==> src/rtl/bsg_nasti_serial_responder.sv <==
// Target-side end of the serialized NASTI tunnel: expands sa/sw packets into AR/AW/W
// and folds B/R back into sr packets. Address packet = {addr,len,size,burst,lock,cache,prot,qos,region,id}.
module bsg_nasti_serial_responder #(
   parameter int burst_len_p  = 7,
   parameter int max_rd_out_p = 4
) (
   input  logic        clk_i,
   input  logic        reset_i,
   input  logic        sa_v_i,
   input  logic [38:0] sa_data_i,
   output logic        sa_ready_o,
   input  logic        sw_v_i,
   input  logic [64:0] sw_data_i,
   output logic        sw_ready_o,
   output logic        ar_v_o,
   output logic [66:0] ar_data_o,
   input  logic        ar_ready_i,
   output logic        aw_v_o,
   output logic [66:0] aw_data_o,
   input  logic        aw_ready_i,
   output logic        w_v_o,
   output logic [72:0] w_data_o,
   input  logic        w_ready_i,
   input  logic        b_v_i,
   input  logic [7:0]  b_data_i,
   output logic        b_ready_o,
   input  logic        r_v_i,
   input  logic [72:0] r_data_i,
   output logic        r_ready_o,
   output logic        sr_v_o,
   output logic [70:0] sr_data_o,
   input  logic        sr_ready_i,
   output logic        error_o
);
   localparam int cnt_w = (burst_len_p > 0) ? $clog2(burst_len_p + 1) : 1;
   localparam int rd_w  = $clog2(max_rd_out_p + 1);
   localparam logic [cnt_w-1:0] last_beat = cnt_w'(burst_len_p);
   localparam logic [rd_w-1:0]  rd_max    = rd_w'(max_rd_out_p);

   typedef struct packed {
      logic [31:0] addr;
      logic [7:0]  len;
      logic [2:0]  size;
      logic [1:0]  burst;
      logic        lock;
      logic [3:0]  cache;
      logic [2:0]  prot;
      logic [3:0]  qos;
      logic [3:0]  region;
      logic [5:0]  id;
   } nasti_addr_s;

   typedef struct packed {
      logic [1:0]  resp;
      logic [63:0] data;
      logic        last;
      logic [5:0]  id;
   } nasti_r_s;

   typedef enum logic [1:0] {e_idle, e_ar, e_aw, e_w} req_state_e;
   typedef enum logic       {e_ridle, e_rburst}        rsp_state_e;

   req_state_e        req_state;
   rsp_state_e        rsp_state;
   logic [31:0]       addr_r;
   logic [5:0]        id_r;
   logic [cnt_w-1:0]  beat_cnt;
   logic [rd_w-1:0]   rd_cnt;
   nasti_addr_s       a_pkt;
   nasti_r_s          r_pkt;
   logic              sw_last, beat_is_last;
   logic              sa_hs, ar_hs, aw_hs, w_hs, r_hs;
   logic              rd_inc, rd_dec;

   assign r_pkt        = nasti_r_s'(r_data_i);
   assign sw_last      = sw_data_i[64];
   assign beat_is_last = (beat_cnt == last_beat);

   always_comb begin
      a_pkt        = '0;
      a_pkt.addr   = addr_r;
      a_pkt.len    = 8'(burst_len_p);
      a_pkt.size   = 3'd3;
      a_pkt.burst  = 2'b01;
      a_pkt.id     = id_r;
   end

   assign ar_data_o  = a_pkt;
   assign aw_data_o  = a_pkt;
   assign sa_ready_o = (req_state == e_idle);
   assign ar_v_o     = (req_state == e_ar) && (rd_cnt < rd_max);
   assign aw_v_o     = (req_state == e_aw);
   // W is a zero-latency pass of the sw stream; framing comes from the beat counter
   assign w_v_o      = (req_state == e_w) && sw_v_i;
   assign sw_ready_o = (req_state == e_w) && w_ready_i;
   assign w_data_o   = {sw_data_i[63:0], beat_is_last, 8'hFF};

   assign sa_hs = sa_v_i & sa_ready_o;
   assign ar_hs = ar_v_o & ar_ready_i;
   assign aw_hs = aw_v_o & aw_ready_i;
   assign w_hs  = w_v_o & w_ready_i;
   assign r_hs  = r_v_i & r_ready_o;

   // B wins only between R bursts so an R burst is never split by a B packet
   always_comb begin
      sr_v_o    = 1'b0;
      sr_data_o = '0;
      b_ready_o = 1'b0;
      r_ready_o = 1'b0;
      if (rsp_state == e_ridle && b_v_i) begin
         sr_v_o    = 1'b1;
         sr_data_o = {1'b1, 62'b0, b_data_i[7:6], b_data_i[5:0]};
         b_ready_o = sr_ready_i;
      end else if (r_v_i) begin
         sr_v_o    = 1'b1;
         sr_data_o = {r_pkt.last, r_pkt.data, r_pkt.id};
         r_ready_o = sr_ready_i;
      end
   end

   assign rd_inc = ar_hs;
   assign rd_dec = r_hs & r_pkt.last;

   always_ff @(posedge clk_i) begin
      if (reset_i) begin
         req_state <= e_idle;
         rsp_state <= e_ridle;
         addr_r    <= '0;
         id_r      <= '0;
         beat_cnt  <= '0;
         rd_cnt    <= '0;
         error_o   <= 1'b0;
      end else begin
         case (req_state)
            e_idle: if (sa_hs) begin
               addr_r    <= sa_data_i[38:7];
               id_r      <= sa_data_i[6:1];
               req_state <= sa_data_i[0] ? e_aw : e_ar;
            end
            e_ar: if (ar_hs) req_state <= e_idle;
            e_aw: if (aw_hs) begin
               beat_cnt  <= '0;
               req_state <= e_w;
            end
            e_w: if (w_hs) begin
               beat_cnt <= beat_cnt + cnt_w'(1);
               if (beat_is_last) req_state <= e_idle;
            end
            default: req_state <= e_idle;
         endcase

         case (rsp_state)
            e_ridle:  if (r_hs && !r_pkt.last) rsp_state <= e_rburst;
            e_rburst: if (r_hs && r_pkt.last)  rsp_state <= e_ridle;
            default:  rsp_state <= e_ridle;
         endcase

         if (rd_inc && !rd_dec)
            rd_cnt <= rd_cnt + rd_w'(1);
         else if (rd_dec && !rd_inc && rd_cnt != '0)
            rd_cnt <= rd_cnt - rd_w'(1);

         if ((w_hs && (sw_last != beat_is_last)) ||
             (r_hs && (r_pkt.resp != 2'b00)) ||
             (rd_dec && !rd_inc && rd_cnt == '0))
            error_o <= 1'b1;
      end
   end
endmodule
==> config.mk <==
export PLATFORM = sky130hd
export DESIGN_NAME = bsg_nasti_serial_responder
export DESIGN_NICKNAME = d
export VERILOG_FILES = /design/src/rtl/bsg_nasti_serial_responder.sv
export SDC_FILE = /design/constraint.sdc
export NUM_CORES = 1
export LEC_CHECK = 0
export CORE_AREA = 2 2 189 191
export CTS_CLUSTER_SIZE = 28
export DETAILED_ROUTE_END_ITERATION = 16
export DIE_AREA = 0 0 191 193
export PLACE_DENSITY = 0.5
export SLEW_MARGIN = 10
export SYNTH_ARGS = -nofsm -noshare
export SYNTH_HDL_FRONTEND = slang
export SYNTH_SLANG_ARGS = --single-unit
==> constraint.sdc <==
create_clock -name clk_i -period 4.3 [get_ports clk_i]
set_input_delay 0.86 -clock clk_i [delete_from_list [all_inputs] [get_ports clk_i]]
set_output_delay 0.86 -clock clk_i [all_outputs]
set_load 0.05 [all_outputs]
==> metrics.cfg, run 1 <==
[setup_path]
crit_cells = 5
timing.critical_path.from_type = input port
timing.critical_path.slowest_stage_cell = clkdlybuf4s50_1
timing.critical_path.to_type = primary output
cp_data_arrival_time_ps = 2760
worstPathCellList = clkdlybuf4s50_1 -> nand2b_2 -> buf_12 -> and3_1 -> clkdlybuf4s50_1
slowest_delay_ps = 820
critical_path_fanouts_max = 65
critical_path_buf_inv_count = 3
setup.worst_path.class = in2out
path_depth_of_the_worst_reg2reg_path = 5
cp_data_required_time_ps = 3440
timing.critical_path.mode_cell = clkdlybuf4s50_1
cp_top_family = buffers and inverters

[placed_design]
place_area_um2 = 6160
port_buffers = 287
dpl.hpwl_um = 12400
place.gp.congestion = 0.732
dp_cells = 1136

[sta]
rsz0062_at_grt = false
worst_pin_slew_ps = 966
fin_skew_ps = 2.53
final.period_utilization_pct = 84.2
slew_viol_final = 0
finalWorstPathRequiredPeriod_ps = 3620
worst_slew_margin_rel_pct = 35.6
maximum_frequency_from_static_timing_analysis_mhz = 276
finalHoldViolations = 0
setup_total_negative_slack_ps = 0
final-setup-viol-count = 0

[finish]
finalNetCount = 880
final-seq-area_um2 = 961
final_layout_size_suffix_gt1_share_pct = 5.87
leading_cell_type_in_the_layout_fill_and_taps_excluded = clkdlybuf4s50_1
post-route-cell-area_um2 = 6350
most_used_cells_in_the_layout_excluding_fill_and_tap_cells = clkdlybuf4s50_1, nand2_1, and3_1, conb_1, dfxtp_1
multi_input_logic_area_um2 = 1640
synth_to_final_area_change_pct = 69.5
stdcell_count = 1144
fillers = 3995

[power_and_ir_drop]
vdd_drop_max_v = 0.000140
leak_nw = 2.59
power.density_cell_area_nw_per_um2 = 308

[detailed_routing]
drt-vias-per-instance = 3.25
number_of_drc_violations_after_detailed_routing = 0
drt_iter0_drc = 110
via_count = 3723
routed_wl_um = 14900
dr.pass1.iters = 4
final_antenna_net_count = 0
avgRoutedWirePerCell_um = 13.0

[clock_network]
cts_tree = built
cts_hold_buf = 0
buffers_inserted_by_post_cts_timing_repair = 0
htree_num_levels = 2
cts_max_path_buffers = 2
cts_made_buffers = 5
clockRootBuffer = clkbuf_16
cts.repair.resized = 0
worstSkewPairLatency_ps = 280
cts.reportedPaths.clkPinSlew_ps = 70
tritoncts_num_sinks = 48

[floorplan]
rows = 69
die_h_um = 193
number_of_placed_i_o_pins = 482
design.die.area_um2 = 36900
fp.dieW_um = 191
floorplan.initialDensity_pct = 10.7
placeableCoreArea_um2 = 35000

[synth]
synth_xor_xnor_area_share_pct = 0.234
synth-seq-area-share_pct = 25.7
synth-simple-area-share_pct = 27.3
yosys_register_bits = 48
avgSynthCellArea_um2 = 7.22
synth_top_family_by_area = buffers and inverters
synthDistinctLibCells = 36
post_synth_mux_area_share_pct = 0.568
syn_area_um2 = 3740
synth_compound_area_share_pct = 7.68
synth.yosys.warnings = 0
synthAdderAreaFrac_pct = 1.20
post_synth_inst_count = 519

[global_routing]
grt_overflow_total = 0
grt_first_pass_wirelength_um = 20700
grt_start_max_net_pins = 71
via_count_of_the_first_global_routing_pass = 3477
grt_antenna_before_repair = 3
track_usage_pct = 7.46

[run_status]
run_status = complete, no violations

[min_path]
min_path_type = reg2reg
whs_path_depth = 2

[flow_run]
drv_cap = 0

## worst reg2reg max path, cell delays in order, from the launching register on
cell and delay [ps]:
dfxtp_1 630, nor4bb_2 480, o21ai_1 220, fa_1 450, or4_1 510, a31oi_1 160
## report_power, final
part           internal (mW)  total, mW  switching, mW
registers              0.476      0.509         0.0323
clock network          0.330      0.501          0.171
logic                  0.320      0.945          0.625
total                   1.13       1.95          0.828
## sequential cells by signal (all words and copies together), names as in the netlist, named ones only
| register | count |
|---|---|
| addr_r | 32 |
| id_r | 6 |
| error_o | 1 |
| req_state | 2 |
| rd_cnt | 3 |
| beat_cnt | 3 |
## final timing paths
| kind | end | slack, ps | start |
|---|---|---|---|
| max | sr_data_o[24] | 680 | b_v_i |
| max reg2reg | rd_cnt[2] | 1770 | req_state[0] |
| min reg2reg | beat_cnt[1] | 460 | beat_cnt[1] |
| min | beat_cnt[1] | 460 | beat_cnt[1] |
## metrics by stage
stage | worst slack (ps) | total power, mW | utilization (%) | hold slack, ps
2_1_floorplan | 1510 | 1.34 | - | 436
3_3_place_gp | 719 | 1.47 | 17.6 | 445
3_5_place_dp | 675 | 1.47 | 17.6 | 452
4_1_cts | 682 | 1.99 | 18.1 | 462
5_1_grt | 608 | 2.05 | 18.1 | 488
6_report | 679 | 1.95 | 18.1 | 458
## cell type report
type	instances	share of cell area [%]
Tap cell	461	9.09
Inverter	1	0.0591
Sequential cell	48	15.1
Timing Repair Buffer	293	46.9
Clock buffer	5	1.97
Multi-Input combinational cell	333	25.8
Clock inverter	2	0.946
Antenna cell	1	0.0394
## kinds of logic after synthesis
logic type	Yosys count
compound gates	54
xor+xnor	1
fa+ha+maj	3
buf+inv	202
flops	48
mux	2
other cells	2
simple gates	207
## metal layers
metal / GRT usage (%) / share of wire [%] / vias to the layer above
met4: 1.52 / 0.86 / 2
met1: 7.81 / 37 / 1639
met2: 13.9 / 49 / 292
met5: 0 / 0.087 / -
met3: 3.19 / 13 / 11
li1: - / - / 1779
## synthesized netlist by cell type (all sizes together)
cell type / number / area, um^2
nor2: 9 / 33.8
ha: 2 / 25.0
xnor2: 1 / 8.76
conb: 2 / 7.51
dfxtp: 48 / 961
nand2: 100 / 375
nor2b: 4 / 25.0
nor3: 5 / 25.0
o31ai: 1 / 7.51
or4: 1 / 7.51
and3: 66 / 413
mux2i: 1 / 10.0
fa: 1 / 20.0
nand3: 9 / 45.0
a21oi: 42 / 210
mux2: 1 / 11.3
inv: 1 / 3.75
nand2b: 4 / 25.0
o21a: 1 / 7.51
a221oi: 1 / 8.76
nand3b: 1 / 7.51
and2: 2 / 12.5
nor3b: 1 / 7.51
buf: 170 / 1270
a31oi: 2 / 12.5
nand4b: 1 / 8.76
nor4bb: 1 / 16.3
o21ai: 4 / 20.0
or3: 1 / 6.26
o211ai: 1 / 7.51
a21o: 1 / 7.51
clkbuf: 31 / 116
o22ai: 1 / 6.26
nand4: 2 / 12.5
No activity file was read; power rests on OpenSTA's default activity.
==> inputs of run 2 (changes only) <==
Settings changed: CORE_AREA 2 2 189 191 to 2 2 187 189, DIE_AREA 0 0 191 193 to 0 0 189 191, PLACE_DENSITY 0.5 to 0.52.
Clock period 4.3 ns to 3.33 ns, I/O delays scaled along.
==> run 2 against run 1 <==
Against the previous run:
- clock power is 4.2% higher
- non-clock buffer count is 1 higher
- setup slack lost 170 ps
- worst hold slack improved by 8.8 ps
- sequential cell count unchanged
- die area decreased by 2.1%
- largest power group unchanged
- largest cell class unchanged
- sequential power rose by 29%
==> metrics.cfg, run 2 (same netlist as run 1, synthesis figures left out) <==
[floorplan]
design.die.area_um2 = 36100
fp.dieW_um = 189
rows = 68
floorplan.initialDensity_pct = 11.0
placeableCoreArea_um2 = 34100
number_of_placed_i_o_pins = 482
die_h_um = 191

[sta]
final-setup-viol-count = 0
final.period_utilization_pct = 84.8
fin_skew_ps = 5.31
worst_slew_margin_rel_pct = 62.1
worst_pin_slew_ps = 567
layout_setup_ws_ps = 505
maximum_frequency_from_static_timing_analysis_mhz = 354
rsz0062_at_grt = false
finalHoldViolations = 0
timing.hold.ws_ps = 467
finalWorstPathRequiredPeriod_ps = 2820
setup_total_negative_slack_ps = 0
slew_viol_final = 0

[power_and_ir_drop]
leak_nw = 2.68
total_power_mw = 2.39
vdd_drop_max_v = 0.000218
power.density_cell_area_nw_per_um2 = 383

[finish]
synth_to_final_area_change_pct = 66.8
leading_cell_type_in_the_layout_fill_and_taps_excluded = clkdlybuf4s50_1
largest_register = addr_r
final_core_util_pct = 18.3
post-route-cell-area_um2 = 6240
most_used_cells_in_the_layout_excluding_fill_and_tap_cells = clkdlybuf4s50_1, nand2_1, buf_4
finalNetCount = 881
stdcell_count = 1140
final_layout_size_suffix_gt1_share_pct = 13.9
flip_flop_count_of_the_largest_register_all_copies_and_words_added = 32
largestRegisters = addr_r: 32 flops, id_r: 6 flops

[detailed_routing]
routed_wl_um = 15200
avgRoutedWirePerCell_um = 13.3
drt-vias-per-instance = 3.31
via_count = 3778
number_of_drc_violations_after_detailed_routing = 0
dr.pass1.iters = 4
final_antenna_net_count = 0
drt_iter0_drc = 96

[placed_design]
dp_cells = 1131
dpl.hpwl_um = 12900
placement.setup.worst_slack_ps = 248
port_buffers = 287
place.gp.congestion = 0.752
place_area_um2 = 6090

[clock_network]
cts_made_buffers = 5
htree_num_levels = 2
cts.repair.resized = 0
cts_tree = built
clockRootBuffer = clkbuf_16
worstSkewPairLatency_ps = 290
cts.reportedPaths.clkPinSlew_ps = 60
buffers_inserted_by_post_cts_timing_repair = 0
cts_max_path_buffers = 2
tritoncts_num_sinks = 48
cts_hold_buf = 0

[run_status]
run_status = complete, no violations

[global_routing]
grt_antenna_before_repair = 1
grt_first_pass_wirelength_um = 22100
grt_overflow_total = 0
track_usage_pct = 7.93
via_count_of_the_first_global_routing_pass = 3684
grt_start_max_net_pins = 74

[setup_path]
slowest_delay_ps = 530
setup.worst_path.class = in2reg
setup.reg_to_reg.worst_slack_ps = 880
worstPathCellList = clkdlybuf4s50_1 -> nor4bb_2 -> o21ai_1 -> fa_1 -> or4_1 -> a31oi_1
cp_data_required_time_ps = 3540
cp_data_arrival_time_ps = 3040
timing.critical_path.slowest_stage_cell = or4_1
timing.critical_path.from_type = input port
timing.critical_path.to_type = flop
path_depth_of_the_worst_reg2reg_path = 5
critical_path_fanouts_max = 4

[flow_run]
drv_cap = 0

[min_path]
min_path_type = reg2reg
whs_path_depth = 2

==> run 2: cell types whose count changed in the layout (fill, tap and decap cells not counted), sizes merged <==
cell           previous run  this run
clkbuf                    5         6
clkdlybuf4s50           263       210
bufinv                    2         0
clkinvlp                  0         2
buf                      30        84
==> run 2: final cells by class <==
class                      count  area (um^2)
fill                        3843        27900
timing repair buffer         294         2920
multi-input combinational    333         1640
sequential                    48          961
tap                          455          569
clock buffer                   6          139
clock inverter                 2         15.0
inverter                       1         3.75
antenna                        1         2.50
==> run 2: report_power, final <==
| part | switching [mW] | internal [mW] |
|---|---|---|
| combinational | 0.805 | 0.410 |
| sequential | 0.0403 | 0.615 |
| clock | 0.223 | 0.299 |
==> run 2: path summary, 6_finish.rpt <==
path / start / endpoint
max: ar_ready_i / rd_cnt[2]
max reg2reg: req_state[1] / rd_cnt[2]
min: beat_cnt[1] / beat_cnt[1]
min reg2reg: beat_cnt[1] / beat_cnt[1]
==> run 2: critical path: cells and delay by family <==
family	cells	cell delay [ps]
AND/OR/NAND/NOR	2	1010
adder cells (fa/ha/maj)	1	450
AO/OA/AOI/OAI	2	400
buffers and inverters	1	510
==> run 2: metal layers <==
metal	part of all wire [%]	vias up	global-route usage, %
met4	1.7	0	2.10
li1	-	1785	-
met1	34	1686	7.77
met2	51	296	14.8
met3	13	11	3.91
met5	0	-	0
==> inputs of run 3 (changes only) <==
Clock period 3.33 ns to 2.55 ns, I/O delays scaled along.
==> run 3 against run 2 <==
Against the previous run:
- combinational power rose by 43%
- highest routed layer unchanged
- critical path type is now reg2out
- setup slack got worse by 360 ps
- die area did not move
- sequential share of layout area fell by 1.9 points
- count of clock-buffer cells in the layout fell by 1
- routed wire length rose by 0.45%
- sequential cell count did not move
- non-clock buffer count rose by 5
- critical endpoint is now w_data_o[8]
- design area rose by 14%
==> metrics.cfg, run 3 (same netlist as run 1, synthesis figures left out) <==
[run_status]
run_status = complete, no violations

[finish]
finalNetCount = 886
synth_to_final_area_change_pct = 89.7
final_core_util_pct = 20.8
diodes = 0
post-route-cell-area_um2 = 7100
largest_register = addr_r
final_layout_size_suffix_gt1_share_pct = 14.7
leading_cell_type_in_the_layout_fill_and_taps_excluded = clkdlybuf4s50_1
flip_flop_count_of_the_largest_register_all_copies_and_words_added = 32
stdcell_count = 1143
largestRegisters = addr_r: 32 flops, id_r: 6 flops
most_used_cells_in_the_layout_excluding_fill_and_tap_cells = clkdlybuf4s50_1, nand2_1, buf_12

[detailed_routing]
dr.pass1.iters = 4
drt_iter0_drc = 82
routed_wl_um = 15300
number_of_drc_violations_after_detailed_routing = 0
final_antenna_net_count = 0
avgRoutedWirePerCell_um = 13.4
via_count = 3749
drt-vias-per-instance = 3.28

[global_routing]
grt_overflow_total = 0
grt_first_pass_wirelength_um = 22000
grt_start_max_net_pins = 74
track_usage_pct = 7.91
via_count_of_the_first_global_routing_pass = 3583
grt_antenna_before_repair = 0

[clock_network]
buffers_inserted_by_post_cts_timing_repair = 0
tritoncts_num_sinks = 48
cts.repair.resized = 0
worstSkewPairLatency_ps = 280
cts_hold_buf = 0
cts_made_buffers = 5
cts.reportedPaths.clkPinSlew_ps = 70
clockRootBuffer = clkbuf_16
cts_tree = built
htree_num_levels = 2
cts_max_path_buffers = 2

[floorplan]
placeableCoreArea_um2 = 34100
number_of_placed_i_o_pins = 482
die_h_um = 191
fp.dieW_um = 189
design.die.area_um2 = 36100
rows = 68
floorplan.initialDensity_pct = 11.0

[sta]
final-setup-viol-count = 0
layout_setup_ws_ps = 150
worst_pin_slew_ps = 648
final.period_utilization_pct = 94.1
worst_slew_margin_rel_pct = 56.8
slew_viol_final = 0
rsz0062_at_grt = false
fin_skew_ps = 4.35
maximum_frequency_from_static_timing_analysis_mhz = 417
finalHoldViolations = 0
finalWorstPathRequiredPeriod_ps = 2400

[min_path]
hold_path_startpoint = beat_cnt[1]
min_path_type = reg2reg
worstHoldEndpoint = beat_cnt[1]
whs_path_depth = 2

[power_and_ir_drop]
leak_nw = 2.93
power.density_cell_area_nw_per_um2 = 483
vdd_drop_max_v = 0.000217
total_power_mw = 3.43

[placed_design]
place.gp.congestion = 0.752
port_buffers = 287
dp_cells = 1136
dpl.hpwl_um = 13100
place_area_um2 = 6910
placement.setup.worst_slack_ps = -217

[setup_path]
critical_path_fanouts_max = 3
setup.worst_path.class = reg2out
regToRegEndpoint = rd_cnt[2]
timing.critical_path.to_type = primary output
cp_data_arrival_time_ps = 1890
cp_data_required_time_ps = 2040
r2r_start = rd_cnt[2]
setup.reg_to_reg.worst_slack_ps = 520
path_depth_of_the_worst_reg2reg_path = 5
crit_start = beat_cnt[0]
timing.critical_path.from_type = flop

[flow_run]
drv_cap = 0

## run 3: critical path, cell delays in order, from the launching register on
cell	delay (ps)
dfxtp_1	360
ha_1	160
ha_1	240
clkdlybuf4s50_1	850
## run 3: per-layer routing
layer / vias up / GRT usage [%] / routed length (um)
met5: - / 0 / 0
met1: 1655 / 7.36 / 4940
met4: 0 / 1.26 / 82
met3: 6 / 4.17 / 2180
li1: 1792 / - / -
met2: 296 / 15.4 / 8080
## run 3: cell type report
| class | count | area [um^2] |
|---|---|---|
| Fill cell | 3766 | 27000 |
| Timing Repair Buffer | 299 | 3740 |
| Multi-Input combinational cell | 333 | 1650 |
| Sequential cell | 48 | 961 |
| Tap cell | 455 | 569 |
| Clock buffer | 5 | 125 |
| Clock inverter | 2 | 60.1 |
| Inverter | 1 | 3.75 |
## run 3: worst max path at each step
stage,endpoint,cells after the start
3_5_place_dp,rd_cnt[2],6
4_1_cts,rd_cnt[2],6
3_3_place_gp,rd_cnt[2],6
5_1_grt,rd_cnt[2],6
2_1_floorplan,ar_v_o,2
6_report,w_data_o[8],3
## run 3: where the power goes
group	leakage (nW)	switching, mW	internal [mW]
clock network	0.0899	0.284	0.557
registers	0.393	0.0473	0.803
logic	2.45	1.08	0.660
## run 3: metrics by stage
stage	TNS, ps	hold slack, ps
finish	0	466
floorplan	0	436
detailed placement	-217	458
global route	0	497
CTS	0	468
global placement	-205	444
